$ cat src/rtl/kgp_risc_pkg.sv
// Shared KGP-RISC branch encodings: group codes, function codes, flag bit positions
// and the decoded branch kind used by the branch/PC unit.
package kgp_risc_pkg;

    localparam logic [1:0] BC_REG  = 2'b00;
    localparam logic [1:0] BC_UNC  = 2'b01;
    localparam logic [1:0] BC_BL   = 2'b10;
    localparam logic [1:0] BC_NONE = 2'b11;

    localparam logic [5:0] FN_BR   = 6'd0;
    localparam logic [5:0] FN_BLTZ = 6'd1;
    localparam logic [5:0] FN_BZ   = 6'd2;
    localparam logic [5:0] FN_BNZ  = 6'd3;
    localparam logic [5:0] FN_B    = 6'd0;
    localparam logic [5:0] FN_BCY  = 6'd1;
    localparam logic [5:0] FN_BNCY = 6'd2;

    localparam int unsigned FLAG_Z = 0;
    localparam int unsigned FLAG_N = 1;
    localparam int unsigned FLAG_C = 2;
    localparam int unsigned FLAG_W = 3;

    // Conditional branches resolve to BK_JUMP or BK_NONE during decode
    typedef enum logic [1:0] {
        BK_NONE = 2'd0,
        BK_JUMP = 2'd1,
        BK_BR   = 2'd2,
        BK_BL   = 2'd3
    } branch_kind_e;

endpackage

$ cat src/rtl/branch_pc_unit_if.sv
// Decode/ALU-side bus of the branch/PC unit: instruction and flag inputs,
// fetch address, link address, RAS status and taken-branch count outputs.
interface branch_pc_unit_if #(
    parameter int unsigned ADDR_W = 32,
    parameter int unsigned CNT_W  = 16
);
    logic              i_stall;
    logic              i_ins_valid;
    logic [1:0]        i_branch_control_signal;
    logic [5:0]        i_ins_func_code;
    logic [2:0]        i_alu_flag;
    logic              i_flag_we;
    logic [ADDR_W-1:0] i_dest_addr;
    logic [ADDR_W-1:0] i_reg1;
    logic [ADDR_W-1:0] o_pc_out;
    logic [ADDR_W-1:0] o_ref;
    logic              o_taken;
    logic [ADDR_W-1:0] o_ras_top;
    logic              o_ras_empty;
    logic              o_ras_full;
    logic              o_ras_hit;
    logic [CNT_W-1:0]  o_taken_count;

    modport master (
        output i_stall, i_ins_valid, i_branch_control_signal, i_ins_func_code,
               i_alu_flag, i_flag_we, i_dest_addr, i_reg1,
        input  o_pc_out, o_ref, o_taken, o_ras_top, o_ras_empty, o_ras_full,
               o_ras_hit, o_taken_count
    );

    modport slave (
        input  i_stall, i_ins_valid, i_branch_control_signal, i_ins_func_code,
               i_alu_flag, i_flag_we, i_dest_addr, i_reg1,
        output o_pc_out, o_ref, o_taken, o_ras_top, o_ras_empty, o_ras_full,
               o_ras_hit, o_taken_count
    );

endinterface

$ cat src/rtl/branch_ras.sv
// Return-address stack as a circular buffer: push on a full stack overwrites the
// oldest entry, pop on an empty stack is ignored, top reads 0 when empty.
module branch_ras #(
    parameter int unsigned ADDR_W    = 32,
    parameter int unsigned RAS_DEPTH = 4
) (
    input  logic              clk,
    input  logic              rst,
    input  logic              push,
    input  logic              pop,
    input  logic [ADDR_W-1:0] push_data,
    output logic [ADDR_W-1:0] top,
    output logic              empty,
    output logic              full
);
    localparam int unsigned PTR_W = $clog2(RAS_DEPTH);
    localparam int unsigned OCC_W = $clog2(RAS_DEPTH + 1);

    logic [ADDR_W-1:0] r_mem [RAS_DEPTH];
    logic [PTR_W-1:0]  r_ptr;
    logic [OCC_W-1:0]  r_occ;
    logic [PTR_W-1:0]  w_top_idx;

    // r_ptr is the next write slot; the newest entry sits just below it
    assign w_top_idx = r_ptr - PTR_W'(1);
    assign empty     = (r_occ == '0);
    assign full      = (r_occ == OCC_W'(RAS_DEPTH));
    assign top       = empty ? '0 : r_mem[w_top_idx];

    always_ff @(posedge clk or posedge rst) begin
        if (rst) begin
            r_ptr <= '0;
            r_occ <= '0;
        end else if (push) begin
            r_ptr <= r_ptr + PTR_W'(1);
            if (!full) r_occ <= r_occ + OCC_W'(1);
        end else if (pop && !empty) begin
            r_ptr <= w_top_idx;
            r_occ <= r_occ - OCC_W'(1);
        end
    end

    always_ff @(posedge clk) begin
        if (push) r_mem[r_ptr] <= push_data;
    end

endmodule

$ cat src/rtl/branch_pc_unit.sv
// KGP-RISC branch/PC unit: flag register, branch decode against registered flags,
// next-PC mux, PC register, return-address stack and saturating taken counter.
module branch_pc_unit
    import kgp_risc_pkg::*;
#(
    parameter int unsigned ADDR_W    = 32,
    parameter int unsigned RAS_DEPTH = 4,
    parameter int unsigned CNT_W     = 16
) (
    input  logic           clk,
    input  logic           rst,
    branch_pc_unit_if.slave io_bus
);
    logic [FLAG_W-1:0] r_flags;
    logic [ADDR_W-1:0] r_pc;
    logic [CNT_W-1:0]  r_cnt;
    branch_kind_e      w_kind;
    logic              w_taken;
    logic [ADDR_W-1:0] w_ref;
    logic [ADDR_W-1:0] w_next_pc;
    logic              w_push;
    logic              w_pop;
    logic [ADDR_W-1:0] w_ras_top;
    logic              w_ras_empty;
    logic              w_ras_full;

    // Branch decode; flags come from the register, never straight from the ALU
    always_comb begin
        w_kind = BK_NONE;
        if (io_bus.i_ins_valid) begin
            case (io_bus.i_branch_control_signal)
                BC_REG: begin
                    case (io_bus.i_ins_func_code)
                        FN_BR:   w_kind = BK_BR;
                        FN_BLTZ: w_kind = r_flags[FLAG_N] ? BK_JUMP : BK_NONE;
                        FN_BZ:   w_kind = r_flags[FLAG_Z] ? BK_JUMP : BK_NONE;
                        FN_BNZ:  w_kind = r_flags[FLAG_Z] ? BK_NONE : BK_JUMP;
                        default: w_kind = BK_NONE;
                    endcase
                end
                BC_UNC: begin
                    case (io_bus.i_ins_func_code)
                        FN_B:    w_kind = BK_JUMP;
                        FN_BCY:  w_kind = r_flags[FLAG_C] ? BK_JUMP : BK_NONE;
                        FN_BNCY: w_kind = r_flags[FLAG_C] ? BK_NONE : BK_JUMP;
                        default: w_kind = BK_NONE;
                    endcase
                end
                BC_BL:   w_kind = BK_BL;
                BC_NONE: w_kind = BK_NONE;
            endcase
        end
    end

    assign w_taken   = (w_kind != BK_NONE);
    assign w_ref     = r_pc + ADDR_W'(1);
    assign w_next_pc = (w_kind == BK_BR) ? io_bus.i_reg1 :
                       w_taken           ? io_bus.i_dest_addr : w_ref;
    assign w_push    = !io_bus.i_stall && (w_kind == BK_BL);
    assign w_pop     = !io_bus.i_stall && (w_kind == BK_BR);

    branch_ras #(
        .ADDR_W    (ADDR_W),
        .RAS_DEPTH (RAS_DEPTH)
    ) u_ras (
        .clk       (clk),
        .rst       (rst),
        .push      (w_push),
        .pop       (w_pop),
        .push_data (w_ref),
        .top       (w_ras_top),
        .empty     (w_ras_empty),
        .full      (w_ras_full)
    );

    always_ff @(posedge clk or posedge rst) begin
        if (rst) begin
            r_pc    <= '0;
            r_flags <= '0;
            r_cnt   <= '0;
        end else if (!io_bus.i_stall) begin
            r_pc <= w_next_pc;
            if (io_bus.i_flag_we) r_flags <= io_bus.i_alu_flag;
            if (w_taken && (r_cnt != '1)) r_cnt <= r_cnt + CNT_W'(1);
        end
    end

    assign io_bus.o_pc_out      = r_pc;
    assign io_bus.o_ref         = w_ref;
    assign io_bus.o_taken       = w_taken;
    assign io_bus.o_ras_top     = w_ras_top;
    assign io_bus.o_ras_empty   = w_ras_empty;
    assign io_bus.o_ras_full    = w_ras_full;
    assign io_bus.o_ras_hit     = (w_kind == BK_BR) && !w_ras_empty && (w_ras_top == io_bus.i_reg1);
    assign io_bus.o_taken_count = r_cnt;

endmodule

$ cat src/flat_wrapper.sv
// flat-port wrapper written by rule: the top's interface ports become plain ports
module branch_pc_unit_flat import kgp_risc_pkg::*;
#(
    parameter int unsigned ADDR_W    = 32,
    parameter int unsigned RAS_DEPTH = 4,
    parameter int unsigned CNT_W     = 16
)
  (clk, rst, io_bus_i_stall, io_bus_i_ins_valid, io_bus_i_branch_control_signal, io_bus_i_ins_func_code, io_bus_i_alu_flag, io_bus_i_flag_we, io_bus_i_dest_addr, io_bus_i_reg1, io_bus_o_pc_out, io_bus_o_ref, io_bus_o_taken, io_bus_o_ras_top, io_bus_o_ras_empty, io_bus_o_ras_full, io_bus_o_ras_hit, io_bus_o_taken_count);
  branch_pc_unit_if #(.ADDR_W(ADDR_W), .CNT_W(CNT_W)) io_bus_i ();
  input  logic clk;
  input  logic rst;
  input wire logic [$bits(io_bus_i.i_stall)-1:0] io_bus_i_stall;
  input wire logic [$bits(io_bus_i.i_ins_valid)-1:0] io_bus_i_ins_valid;
  input wire logic [$bits(io_bus_i.i_branch_control_signal)-1:0] io_bus_i_branch_control_signal;
  input wire logic [$bits(io_bus_i.i_ins_func_code)-1:0] io_bus_i_ins_func_code;
  input wire logic [$bits(io_bus_i.i_alu_flag)-1:0] io_bus_i_alu_flag;
  input wire logic [$bits(io_bus_i.i_flag_we)-1:0] io_bus_i_flag_we;
  input wire logic [$bits(io_bus_i.i_dest_addr)-1:0] io_bus_i_dest_addr;
  input wire logic [$bits(io_bus_i.i_reg1)-1:0] io_bus_i_reg1;
  output wire logic [$bits(io_bus_i.o_pc_out)-1:0] io_bus_o_pc_out;
  output wire logic [$bits(io_bus_i.o_ref)-1:0] io_bus_o_ref;
  output wire logic [$bits(io_bus_i.o_taken)-1:0] io_bus_o_taken;
  output wire logic [$bits(io_bus_i.o_ras_top)-1:0] io_bus_o_ras_top;
  output wire logic [$bits(io_bus_i.o_ras_empty)-1:0] io_bus_o_ras_empty;
  output wire logic [$bits(io_bus_i.o_ras_full)-1:0] io_bus_o_ras_full;
  output wire logic [$bits(io_bus_i.o_ras_hit)-1:0] io_bus_o_ras_hit;
  output wire logic [$bits(io_bus_i.o_taken_count)-1:0] io_bus_o_taken_count;
  assign io_bus_i.i_stall = io_bus_i_stall;
  assign io_bus_i.i_ins_valid = io_bus_i_ins_valid;
  assign io_bus_i.i_branch_control_signal = io_bus_i_branch_control_signal;
  assign io_bus_i.i_ins_func_code = io_bus_i_ins_func_code;
  assign io_bus_i.i_alu_flag = io_bus_i_alu_flag;
  assign io_bus_i.i_flag_we = io_bus_i_flag_we;
  assign io_bus_i.i_dest_addr = io_bus_i_dest_addr;
  assign io_bus_i.i_reg1 = io_bus_i_reg1;
  assign io_bus_o_pc_out = io_bus_i.o_pc_out;
  assign io_bus_o_ref = io_bus_i.o_ref;
  assign io_bus_o_taken = io_bus_i.o_taken;
  assign io_bus_o_ras_top = io_bus_i.o_ras_top;
  assign io_bus_o_ras_empty = io_bus_i.o_ras_empty;
  assign io_bus_o_ras_full = io_bus_i.o_ras_full;
  assign io_bus_o_ras_hit = io_bus_i.o_ras_hit;
  assign io_bus_o_taken_count = io_bus_i.o_taken_count;
  branch_pc_unit #(.ADDR_W(ADDR_W), .RAS_DEPTH(RAS_DEPTH), .CNT_W(CNT_W)) u_core (.clk(clk), .rst(rst), .io_bus(io_bus_i));
endmodule
$ cat config.mk
export PLATFORM = sky130hd
export DESIGN_NAME = branch_pc_unit_flat
export DESIGN_NICKNAME = d
export VERILOG_FILES = /design/src/rtl/kgp_risc_pkg.sv /design/src/rtl/branch_pc_unit_if.sv /design/src/rtl/branch_ras.sv /design/src/rtl/branch_pc_unit.sv /design/src/flat_wrapper.sv
export SDC_FILE = /design/constraint.sdc
export NUM_CORES = 1
export LEC_CHECK = 0
export ABC_CLOCK_PERIOD_IN_PS = 3750
export CORE_ASPECT_RATIO = 1.4
export CORE_MARGIN = 3
export CORE_UTILIZATION = 55
export CTS_CLUSTER_SIZE = 12
export DETAILED_ROUTE_END_ITERATION = 12
export DONT_BUFFER_PORTS = 1
export PLACE_DENSITY = 0.84
export SLEW_MARGIN = 5
export SYNTH_ARGS = -nofsm -noshare
export SYNTH_HDL_FRONTEND = slang
export SYNTH_SLANG_ARGS = --single-unit
$ cat constraint.sdc
create_clock -name clk -period 3.75 [get_ports clk]
set_clock_uncertainty 0.05 [all_clocks]
set_input_delay 0.75 -clock clk [delete_from_list [all_inputs] [get_ports clk]]
set_output_delay 0.75 -clock clk [all_outputs]
set_load 0.01 [all_outputs]
== Yosys cells after proc, flatten, opt, wreduce, memory -nomap -nowiden ==
Memories as Yosys holds them, arrays and structs flattened.
Cells that the tools add are included.
Widths: inputs -> output; s select.

* Register bits after elaboration: 56
* Memory bits (writable): 128
* Bits of input ports: 80
* Logic and storage cells: 60
* Memories: 1

* $add $sub $neg: 6
* Equal/unequal tests: 12
* Multiplexer cells: 19
* Bitwise gates (word level): 1
* Reduce and logical (&&, ||, !) cells: 16

{| class="wikitable"
|+ Memories
! memory !! words !! bits a word !! read ports !! clocked after Yosys merged registers in !! wr ports !! RTL line !! RTL
|-
| u_core.u_ras.r_mem || 4 || 32 || 1 || 0 || 1 || branch_ras.sv:19 || <nowiki>logic [ADDR_W-1:0] r_mem [RAS_DEPTH];</nowiki>
|}

{| class="wikitable"
|+ Operator list
! kind !! number
|-
| $mux 32 || 3
|-
| $add 32x1->32 const B || 1
|-
| $eq 32x32->1 || 1
|-
| $add 16x1->16 const B || 1
|-
| $ne 16x16->1 const B || 1
|-
| $pmux 2 s4 || 2
|-
| $eq 6x2->1 const B || 2
|-
| $mux 3 || 3
|-
| $eq 2x2->1 const B || 4
|-
| $mux 1 || 7
|-
| $eq 6x1->1 const B || 1
|-
| $logic_and 1x1->1 || 6
|-
| $logic_not 6->1 || 1
|-
| $mux 2 || 3
|-
| $pmux 2 s3 || 1
|-
| $reduce_and 2->1 || 3
|-
| $reduce_bool 2->1 || 2
|-
| $add 3x1->3 const B || 1
|-
| $eq 3x3->1 const B || 1
|-
| $logic_not 3->1 || 1
|-
| $sub 3x1->3 const B || 1
|-
| $add 2x1->2 const B || 1
|-
| $eq 2x1->1 const B || 1
|-
| $logic_not 1->1 || 2
|-
| other kinds (4) || 4
|}

== Longest topological paths before layout ==
Gate-level depths: netlist of the first run.

* Depth in word-level cells: 9
* Mapped depth: 14

== Modules after synthesis ==
Synthesis of the first run repeated with hierarchy kept, for this count alone.

* Cell total of the unflattened synthesis: 661
* Area total of the unflattened synthesis: 8987.4 µm²

{| class="wikitable"
|+ By module, submodules not included
! module !! times used !! cells an instance !! area an instance (µm²) !! seq. area each (µm²)
|-
| branch_ras || 1 || 247 || 5275.1 || 3968.8
|-
| branch_pc_unit || 1 || 414 || 3712.3 || 1276.2
|}

== Worst setup path after synthesis of the first run ==
No wires, ideal clock.

* Path type: reg2out
* Start: register u_core.u_ras.r_ptr[0]
* End: output io_bus_o_ras_hit
* Arrival time: 2.981 ns
* Path slack: -0.031 ns
* Cell stages (with the launch flop): 13
* Path buffers: 4
* Cell sequence: dfrtp_1 > buf_6 > inv_1 > buf_2 > ha_1 > buf_6 > buf_8 > mux2_4 > a21oi_1 > xor2_1 > nand4_1 > or4_1 > nor4_2

* Word-level cells in the longest chain between the ends: 5

{| class="wikitable"
|+ Ends and longest elaborated chain
! element !! RTL line !! RTL
|-
| start, declared || branch_ras.sv:20 || <nowiki>logic [PTR_W-1:0] r_ptr;</nowiki>
|-
| start signal, assigned || branch_ras.sv:35 || <nowiki>r_ptr <= r_ptr + PTR_W'(1);</nowiki>
|-
| start signal, assigned || branch_ras.sv:38 || <nowiki>r_ptr <= w_top_idx;</nowiki>
|-
| $sub 2x1->2 || branch_ras.sv:25 || <nowiki>assign w_top_idx = r_ptr - PTR_W'(1);</nowiki>
|-
| $mem_v2 4x32 || - ||
|-
| $mux 32 || branch_ras.sv:28 || <nowiki>assign top = empty ? '0 : r_mem[w_top_idx];</nowiki>
|-
| $eq 32x32->1 || branch_pc_unit.sv:94 || <nowiki>assign io_bus.o_ras_hit = (w_kind == BK_BR) && !w_ras_empty && (w_ras_top == io_bus.i_reg1);</nowiki>
|-
| $logic_and 1x1->1 || branch_pc_unit.sv:94 ||
|-
| end, declared || flat_wrapper.sv:26 || <nowiki>output wire logic [$bits(io_bus_i.o_ras_hit)-1:0] io_bus_o_ras_hit;</nowiki>
|}

No other way between the ends.

== Worst setup path after layout of the first run ==
Ends and elaborated chain as after synthesis.

==> flow_metrics.tcl, run 1 <==
set metrics [dict create \
    drv_slew 0 \
    timing.rr.start "u_core.io_bus.o_pc_out[0]" \
    rr_worst_depth 8 \
    drcViolationCount 0 \
    hold-worst-slack_ps 107 \
    synth_top_family_by_area "simple AND/OR/NAND/NOR gates" \
    nets 902 \
    htreeDepth 4 \
    hold_class "in -> async" \
    syn-cell-area_sq_um 9360 \
    port_buffers 0 \
    met3_usage_pct 10.8 \
    cellPowerDensity_nw_per_um2 721 \
    worstSetupPathType "reg -> out" \
    syn_to_final_growth_pct 13.8 \
    grt_use_met1_pct 33.8 \
    diodes 0 \
    synth_mux_area_share_pct 10.6 \
    cts_sinks 184 \
    num_vias 6792 \
    post-route-min-period_ps 3850 \
    cp_slowest_cell "nor4_4" \
    critPathRequiredTime_ps 2950 \
    layout-drive-gt1-share_pct 18.5 \
    grt_max_degree 71 \
    cts_buffer_depth 2 \
    coreArea_sq_um 16400 \
    path_clk_slew_ps 60 \
    place.gp.congestion 0.900 \
    hpwl_mm 18.6 \
    yosys.area_share.simple_pct 13.9 \
    drv_cap 0 \
    ys_types 65 \
    synthAdderAreaFrac_pct 1.02 \
    initial_core_util_pct 56.9 \
    drt_pass1_iterations 5 \
    ios 196 \
    ys_ff_latch 184 \
    overflow 0 \
    slowest_delay_ps 410 \
    antenna_found_initial 2 \
    syn_inst 767 \
    grt_pass1_vias 6516 \
    holdBufCountCts 0 \
    rows 55 \
    path_max_fanout 5 \
    viasPerCell 6.61 \
    most-common-layout-cells "128 x edfxtp_1, 63 x buf_4, 55 x nor2_1" \
    worst_slew_pin_slew_ps 764 \
    grt_usage_pct 28.4 \
    worst_slack_ps -97.9 \
    cp.buffers_inverters 2 \
    die_x_um 116 \
    crit_path_end_kind "output port" \
    async_reset_ff_share_pct 30.4 \
    cp_top_family "simple AND/OR/NAND/NOR gates" \
    worstPathCellList "inv_2 -> ha_4 -> bufbuf_16 -> mux4_1 -> o21ai_1 -> a22o_1 -> nand2b_1 -> a21oi_1 -> nand3_1 -> nor4_4" \
    synthFlopType "edfxtp_1" \
    cts-buffers-inserted 17 \
    wl_per_cell_um 25.6 \
    synth_edf_count 128 \
    slew_headroom_pct 48.7 \
    startpoint "u_core.u_ras.r_ptr[0]" \
    synthXorXnorAreaFrac_pct 6.46 \
    grt.busiest_layer "met2" \
    min_period_over_period_pct 103 \
    setup_viol 1 \
    fmax_mhz 260 \
    cp-start-kind "flip-flop" \
    grt_use_met2_pct 46.5 \
    synth_compound_area_share_pct 8.30 \
    dieHeight_um 160 \
    routed_wirelength_mm 26.3 \
    die_area_sq_um 18600 \
    layout_commonest_cell "edfxtp_1" \
    avgSynthCellArea_sq_um 12.2 \
    timing.final.hold_violations 0 \
    violations "negative setup slack" \
    worstPathArrival_ps 3050 \
    root_buffer "clkbuf_16" \
    grt_pass1_wl_mm 39.1 \
    ir_drop_v 0.000375 \
    cts_tree "done" \
    ant_nets 0 \
    rsz0062_at_grt "yes" \
    path_depth 10 \
    clk_latency_ps 430 \
    pre_cts_slack_ps 169 \
    outcome "complete, but fails checks" \
    drt_first_iter_violations 612 \
    syn_nets 854 \
    power.leakage_nw 4.04 \
    seq_area_frac_synth_pct 56.0 \
    synth_warnings 0 \
]
==> sequential cells by signal, summed over array words and instances, names as in the netlist <==
register / count
u_core.io_bus.o_pc_out: 32
u_core.u_ras.r_occ: 3
u_core.u_ras.r_mem: 128
u_core.io_bus.o_taken_count: 16
u_core.u_ras.r_ptr: 2
u_core.r_flags: 3
==> metal layers <==
layer,vias to the layer above,routed length (um)
met1,3293,8970
met5,-,21
met2,465,13000
li1,2952,-
met3,78,3260
met4,4,978
==> cells by family (layout without fill, tap and decap cells) <==
logic type | after synthesis | in the layout
muxes | 65 | 65
xor gates and xnor gates | 69 | 69
buffers and inverters | 75 | 136
DFF | 184 | 184
AOI/OAI and AO/OA | 127 | 127
adders and majority gates | 7 | 7
and+or+nand+nor | 240 | 240
==> power by group <==
group	switching [W]	internal [W]	total, W
registers	0.000268	0.00240	0.00267
logic	0.00185	0.00153	0.00338
clock network	0.000713	0.000922	0.00163
total	0.00283	0.00486	0.00768
==> cell usage after synthesis (4+ instances only) <==
cell type / number / area (sq um)
a211oi_1: 10 / 75.1
a21oi_1: 46 / 230
and2_1: 26 / 163
and3_1: 11 / 68.8
and4_1: 7 / 61.3
buf_2: 10 / 50.1
clkbuf_1: 22 / 82.6
dfrtp_1: 56 / 1400
edfxtp_1: 128 / 3840
ha_1: 6 / 75.1
inv_1: 32 / 120
mux2_2: 9 / 101
mux2i_1: 29 / 290
mux4_2: 21 / 473
nand2_1: 27 / 101
nand3_1: 35 / 175
nand4_1: 11 / 68.8
nand4b_1: 5 / 43.8
nor2_1: 55 / 206
nor2b_1: 4 / 25.0
nor3_1: 21 / 105
nor3b_1: 13 / 97.6
nor4_1: 6 / 37.5
o21ai_0: 31 / 155
o22ai_1: 9 / 56.3
or3_1: 4 / 25.0
xnor2_1: 45 / 394
xor2_1: 24 / 210
==> worst paths after layout <==
path,end,slack [ps]
setup / recovery,io_bus_o_ras_hit,-100
hold / removal,u_core.io_bus.o_pc_out[8],110
setup reg to reg,u_core.io_bus.o_pc_out[30],880
hold reg to reg,u_core.r_flags[1],470
max in group asynchronous,u_core.u_ras.r_ptr[0],2830
min in group clk,u_core.io_bus.o_pc_out[16],370
==> stage by stage <==
step | std cells | utilization, % | TNS, ps | total power (W) | area (sq um)
after floorplan | 767 | - | 0 | 0.00477 | 9370
after global placement | 990 | 60.4 | 0 | 0.00562 | 9930
after detailed placement | 990 | 60.4 | 0 | 0.00571 | 9930
after CTS | 1027 | 64.6 | -60.8 | 0.00765 | 10600
after global routing | 1027 | 64.8 | -160 | 0.00803 | 10700
final | 1027 | 64.8 | -97.9 | 0.00768 | 10700
==> area by class of cell <==
cell class	instances	area (sq um)
clock buffer	29	512
sequential	184	5250
timing repair buffer	70	633
fill	1141	5790
clock inverter	3	17.5
multi-input combinational	508	3870
inverter	34	128
tap	199	249
==> repair_timing <==
item | in CTS | in global routing
endpoints found under the setup margin | 1 | 4
pin swaps | 6 | 0
resized for setup | 14 | 6
cloned | 2 | 0
buffers inserted | 3 | 0
Power figures use the tool's default switching activity.
==> inputs of run 2 (changes only) <==
- CTS_CLUSTER_DIAMETER: default -> 100
- CTS_CLUSTER_SIZE: 12 -> default
- SKIP_CTS_REPAIR_TIMING: default -> 1
==> run 2 against run 1 <==
The run still ends with negative setup slack left. Design area shrank 0.66%. Die area is the same. Cell count is essentially flat. Wire length shrank 0.45%. First-iteration DRC count shrank 6.4%. Sequential share of layout area grew 0.33 points. Critical path depth shrank 1. Worst hold slack lost 5.9 ps. Combinational power shrank 4%. Clock power is essentially flat.
==> flow_metrics.tcl, run 2 (same netlist as run 1, synthesis figures left out) <==
set metrics [dict create \
    wl_per_cell_um 25.5 \
    cts-buffers-inserted 17 \
    overflow 0 \
    ir_drop_v 0.000395 \
    rr_endpoint "u_core.io_bus.o_pc_out[30]" \
    timing.rr.start "u_core.io_bus.o_pc_out[0]" \
    min_period_over_period_pct 103 \
    coreArea_sq_um 16400 \
    violations "negative setup slack" \
    critPathRequiredTime_ps 2950 \
    cts_sinks 184 \
    drt_first_iter_violations 573 \
    viasPerCell 6.52 \
    die_area_sq_um 18600 \
    worstPathArrival_ps 3060 \
    nFillCells 1160 \
    port_buffers 0 \
    die_x_um 116 \
    most-common-layout-cells "128 x edfxtp_1, 64 x buf_4, 55 x nor2_1" \
    r2r_setup_slack_ps 870 \
    grt_pass1_vias 6421 \
    crit_path_end_kind "output port" \
    power_w 0.00755 \
    setup_viol 1 \
    slew_headroom_pct 49.3 \
    cp-start-kind "flip-flop" \
    drcViolationCount 0 \
    drv_cap 0 \
    power.leakage_nw 4.01 \
    layout_commonest_cell "edfxtp_1" \
    rsz0062_at_grt "yes" \
    path_max_fanout 13 \
    hold_class "in -> async" \
    cts_buffer_depth 2 \
    postPlaceCellArea_sq_um 9930 \
    htreeDepth 4 \
    antenna_found_initial 2 \
    multi_input_area_sq_um 3840 \
    drt_pass1_iterations 7 \
    utilization_pct 64.4 \
    routed_wirelength_mm 26.1 \
    drv_slew 0 \
    rows 55 \
    post-route-min-period_ps 3860 \
    grt_pass1_wl_mm 38.4 \
    initial_core_util_pct 56.9 \
    grt_max_degree 71 \
    place.gp.congestion 0.900 \
    timing.final.hold_violations 0 \
    path_clk_slew_ps 60 \
    register_area_sq_um 5250 \
    grt_usage_pct 27.8 \
    cellPowerDensity_nw_per_um2 713 \
    design_area_sq_um 10600 \
    rr_worst_depth 8 \
    nets 901 \
    outcome "complete, but fails checks" \
    hpwl_mm 18.6 \
    regMostFlops "u_core.u_ras.r_mem" \
    diodes 0 \
    cts_tree "done" \
    clk_latency_ps 440 \
    ant_nets 0 \
    largest_reg_flops 128 \
    num_vias 6685 \
    worst_slack_ps -105 \
    worstSetupPathType "reg -> out" \
    worst_slew_pin_slew_ps 755 \
    ios 196 \
    layout-drive-gt1-share_pct 17.9 \
    root_buffer "clkbuf_16" \
    syn_to_final_growth_pct 13.1 \
    dieHeight_um 160 \
    fmax_mhz 259 \
]
run 2: final cells by class:
cell class | count | area share, %
multi-input cells | 508 | 36.3
well taps | 199 | 2.35
flip-flops and latches | 184 | 49.6
clock buffers | 29 | 4.83
repair buffers | 69 | 5.53
clock inverters | 3 | 0.165
inverters | 34 | 1.23
run 2: per-layer routing:
layer | vias to the layer above | wire (um) | track usage (%)
met5 | - | 21 | 0
met4 | 4 | 694 | 10.2
met3 | 55 | 3280 | 11.3
met2 | 420 | 13200 | 45.6
met1 | 3259 | 8930 | 32.6
li1 | 2947 | - | -
run 2: worst max-delay path by stage:
stage / end / slack [ps] / start / cells past startpoint
after floorplan: io_bus_o_ras_hit / 20 / u_core.u_ras.r_ptr[0] / 12
after global placement: io_bus_o_ras_hit / 200 / u_core.u_ras.r_ptr[0] / 9
after detailed placement: io_bus_o_ras_hit / 170 / u_core.u_ras.r_ptr[0] / 9
after CTS: io_bus_o_ras_hit / -370 / u_core.u_ras.r_ptr[0] / 9
after global routing: io_bus_o_ras_hit / -180 / u_core.u_ras.r_ptr[0] / 9
final: io_bus_o_ras_hit / -110 / u_core.u_ras.r_ptr[0] / 9
run 2: per-stage QoR:
step                std cells  hold slack (ps)  setup TNS [ps]  setup slack [ps]
finish                   1026              102            -105              -105
global route             1026              111            -184              -184
CTS                      1022              101            -368              -368
detailed placement        990              444               0               169
global placement          990              441               0               203
floorplan                 767              423               0              17.2
run 2: worst max-delay path, cell delays in order, from the launching register on:
cell and delay (ps):
dfrtp_2 400, inv_2 60, ha_4 320, buf_12 170, mux2_4 320, a21oi_2 200, xor2_1 210, nand4_1 150
or4_4 570, nor4_4 220
run 2: where the power goes:
group / internal [W] / total (W) / switching, W
logic: 0.00143 / 0.00324 / 0.00182
clock network: 0.000922 / 0.00164 / 0.000716
registers: 0.00240 / 0.00267 / 0.000269
==> inputs of run 3 (changes only) <==
- ABC_CLOCK_PERIOD_IN_PS: 3750 -> 4450
- PLACE_DENSITY: 0.84 -> 0.81
- clock period: 3.75 -> 4.45 ns (I/O delays scaled with it)
==> run 3 against run 2 <==
The run now ends clean. Combinational power down 23%. Cell count down 2.5%. Design area down 2.2%. Critical path depth up 3. First-iteration DRC count up 31%. Worst setup slack better by 210 ps. Worst hold slack better by 300 ps. Sequential cell count unchanged. Register-to-register slack better by 610 ps. Die area unchanged. Non-clock buffer count down 27. Via count up 0.16%. Critical endpoint unchanged.
==> flow_metrics.tcl, run 3 (same netlist as run 1, synthesis figures left out) <==
set metrics [dict create \
    antenna_found_initial 2 \
    port_buffers 0 \
    drcViolationCount 0 \
    design_area_sq_um 10400 \
    fin_setup_tns_ps 0 \
    slowest_delay_ps 380 \
    post-route-min-period_ps 4350 \
    rsz0062_at_grt "no" \
    drt_first_iter_violations 753 \
    cts_sinks 184 \
    layout_commonest_cell "edfxtp_1" \
    drv_cap 0 \
    regMostFlops "u_core.u_ras.r_mem" \
    cts_tree "done" \
    cts-buffers-inserted 17 \
    cpMostUsedCell "buf_4" \
    slew_headroom_pct 34.2 \
    drv_slew 0 \
    rr_endpoint "u_core.io_bus.o_pc_out[31]" \
    hpwl_mm 19.3 \
    outcome "finished clean" \
    place.gp.congestion 0.869 \
    r2r_setup_slack_ps 1480 \
    utilization_pct 63.0 \
    rows 55 \
    rr_worst_depth 7 \
    grt_usage_pct 29.0 \
    cp_slowest_cell "dfrtp_1" \
    most-common-layout-cells "128 x edfxtp_1, 55 x nor2_1, 55 x dfrtp_1" \
    wl_per_cell_um 27.0 \
    viasPerCell 6.70 \
    timing.rr.start "u_core.io_bus.o_pc_out[10]" \
    timing.final.hold_violations 0 \
    grt_pass1_wl_mm 40.1 \
    min_period_over_period_pct 97.7 \
    setup_viol 0 \
    hold_class "in -> async" \
    num_vias 6696 \
    worstPathCellList "inv_1 -> ha_2 -> buf_8 -> buf_4 -> mux2i_1 -> mux2_2 -> a21oi_1 -> or3_1 -> a31oi_1 -> nand3_1 -> nor4_2 -> buf_4" \
    power.leakage_nw 3.85 \
    layout-drive-gt1-share_pct 14.8 \
    worstPathArrival_ps 3410 \
    cts_buffer_depth 2 \
    grt_pass1_vias 6968 \
    dieHeight_um 160 \
    crit_path_end_kind "output port" \
    largest_reg_flops 128 \
    nets 874 \
    drt_pass1_iterations 5 \
    path_clk_slew_ps 70 \
    ir_drop_v 0.000337 \
    die_area_sq_um 18600 \
    overflow 0 \
    cp-start-kind "flip-flop" \
    die_x_um 116 \
    syn_to_final_growth_pct 10.7 \
    ant_nets 0 \
    pre_cts_slack_ps 482 \
    worst_slew_pin_slew_ps 980 \
    coreArea_sq_um 16400 \
    worstSetupPathType "reg -> out" \
    routed_wirelength_mm 27.0 \
    grt_max_degree 71 \
    clk_latency_ps 430 \
    initial_core_util_pct 56.9 \
    cellPowerDensity_nw_per_um2 606 \
    path_max_fanout 18 \
    critPathRequiredTime_ps 3510 \
    ios 196 \
    root_buffer "clkbuf_16" \
    fmax_mhz 230 \
    htreeDepth 4 \
    worst_slack_ps 103 \
    postPlaceCellArea_sq_um 9730 \
]
run 3: changes by cell type in the layout (fill, tap and decap cells not counted), moves of 2 or more:
cell and delta:
clkbuf_1 -7, clkbuf_8 -2, buf_8 +2, clkinvlp_4 +3, clkinv_1 +2, buf_12 -3, clkinv_4 +2, clkbuf_16 -2
xnor2_1 +2, bufinv_16 +3, buf_4 -26, xnor2_2 -2
run 3: metal layers:
layer  vias up  part of all wire (%)  global-route usage (%)
met5         -                 0.048                       0
met4         2                   3.8                    11.7
met3        79                    12                    12.7
met2       438                    50                    47.8
met1      3286                    33                    32.7
li1       2891                     -                       -
run 3: area by class of cell:
cell class,count,area (sq um)
clock buffer,19,433
inverter,34,128
multi-input combinational,508,3800
antenna,1,2.50
sequential,184,5250
fill,1199,6090
clock inverter,13,155
tap,199,249
timing repair buffer,42,347
run 3: stage by stage:
step                      instances  total power (W)  hold WS [ps]
after floorplan                 767          0.00401           423
after global placement          965          0.00460           444
after detailed placement        965          0.00470           456
after CTS                       997          0.00621           404
after global routing           1000          0.00656           415
final                          1000          0.00627           401
run 3: power by group:
group / internal, W / leakage [nW] / switching, W
combinational: 0.00102 / 1.73 / 0.00148
sequential: 0.00202 / 1.84 / 0.000238
clock: 0.000878 / 0.274 / 0.000628
run 3: worst max-delay path: cells and delay by family (launching register included):
family	cells	cell delay (ps)
fa+ha+maj	1	370
flops	1	380
mux	2	570
simple gates	3	680
compound gates	2	280
buf+inv	4	670
run 3: worst max path at each step:
stage                          startpoint          endpoint  cells after the start
floorplan           u_core.u_ras.r_ptr[0]  io_bus_o_ras_hit                     12
global placement    u_core.u_ras.r_ptr[1]  io_bus_o_ras_hit                     10
detailed placement  u_core.u_ras.r_ptr[1]  io_bus_o_ras_hit                     10
CTS                 u_core.u_ras.r_ptr[1]  io_bus_o_ras_hit                     10
global route        u_core.u_ras.r_ptr[1]  io_bus_o_ras_hit                     11
finish              u_core.u_ras.r_ptr[1]  io_bus_o_ras_hit                     12
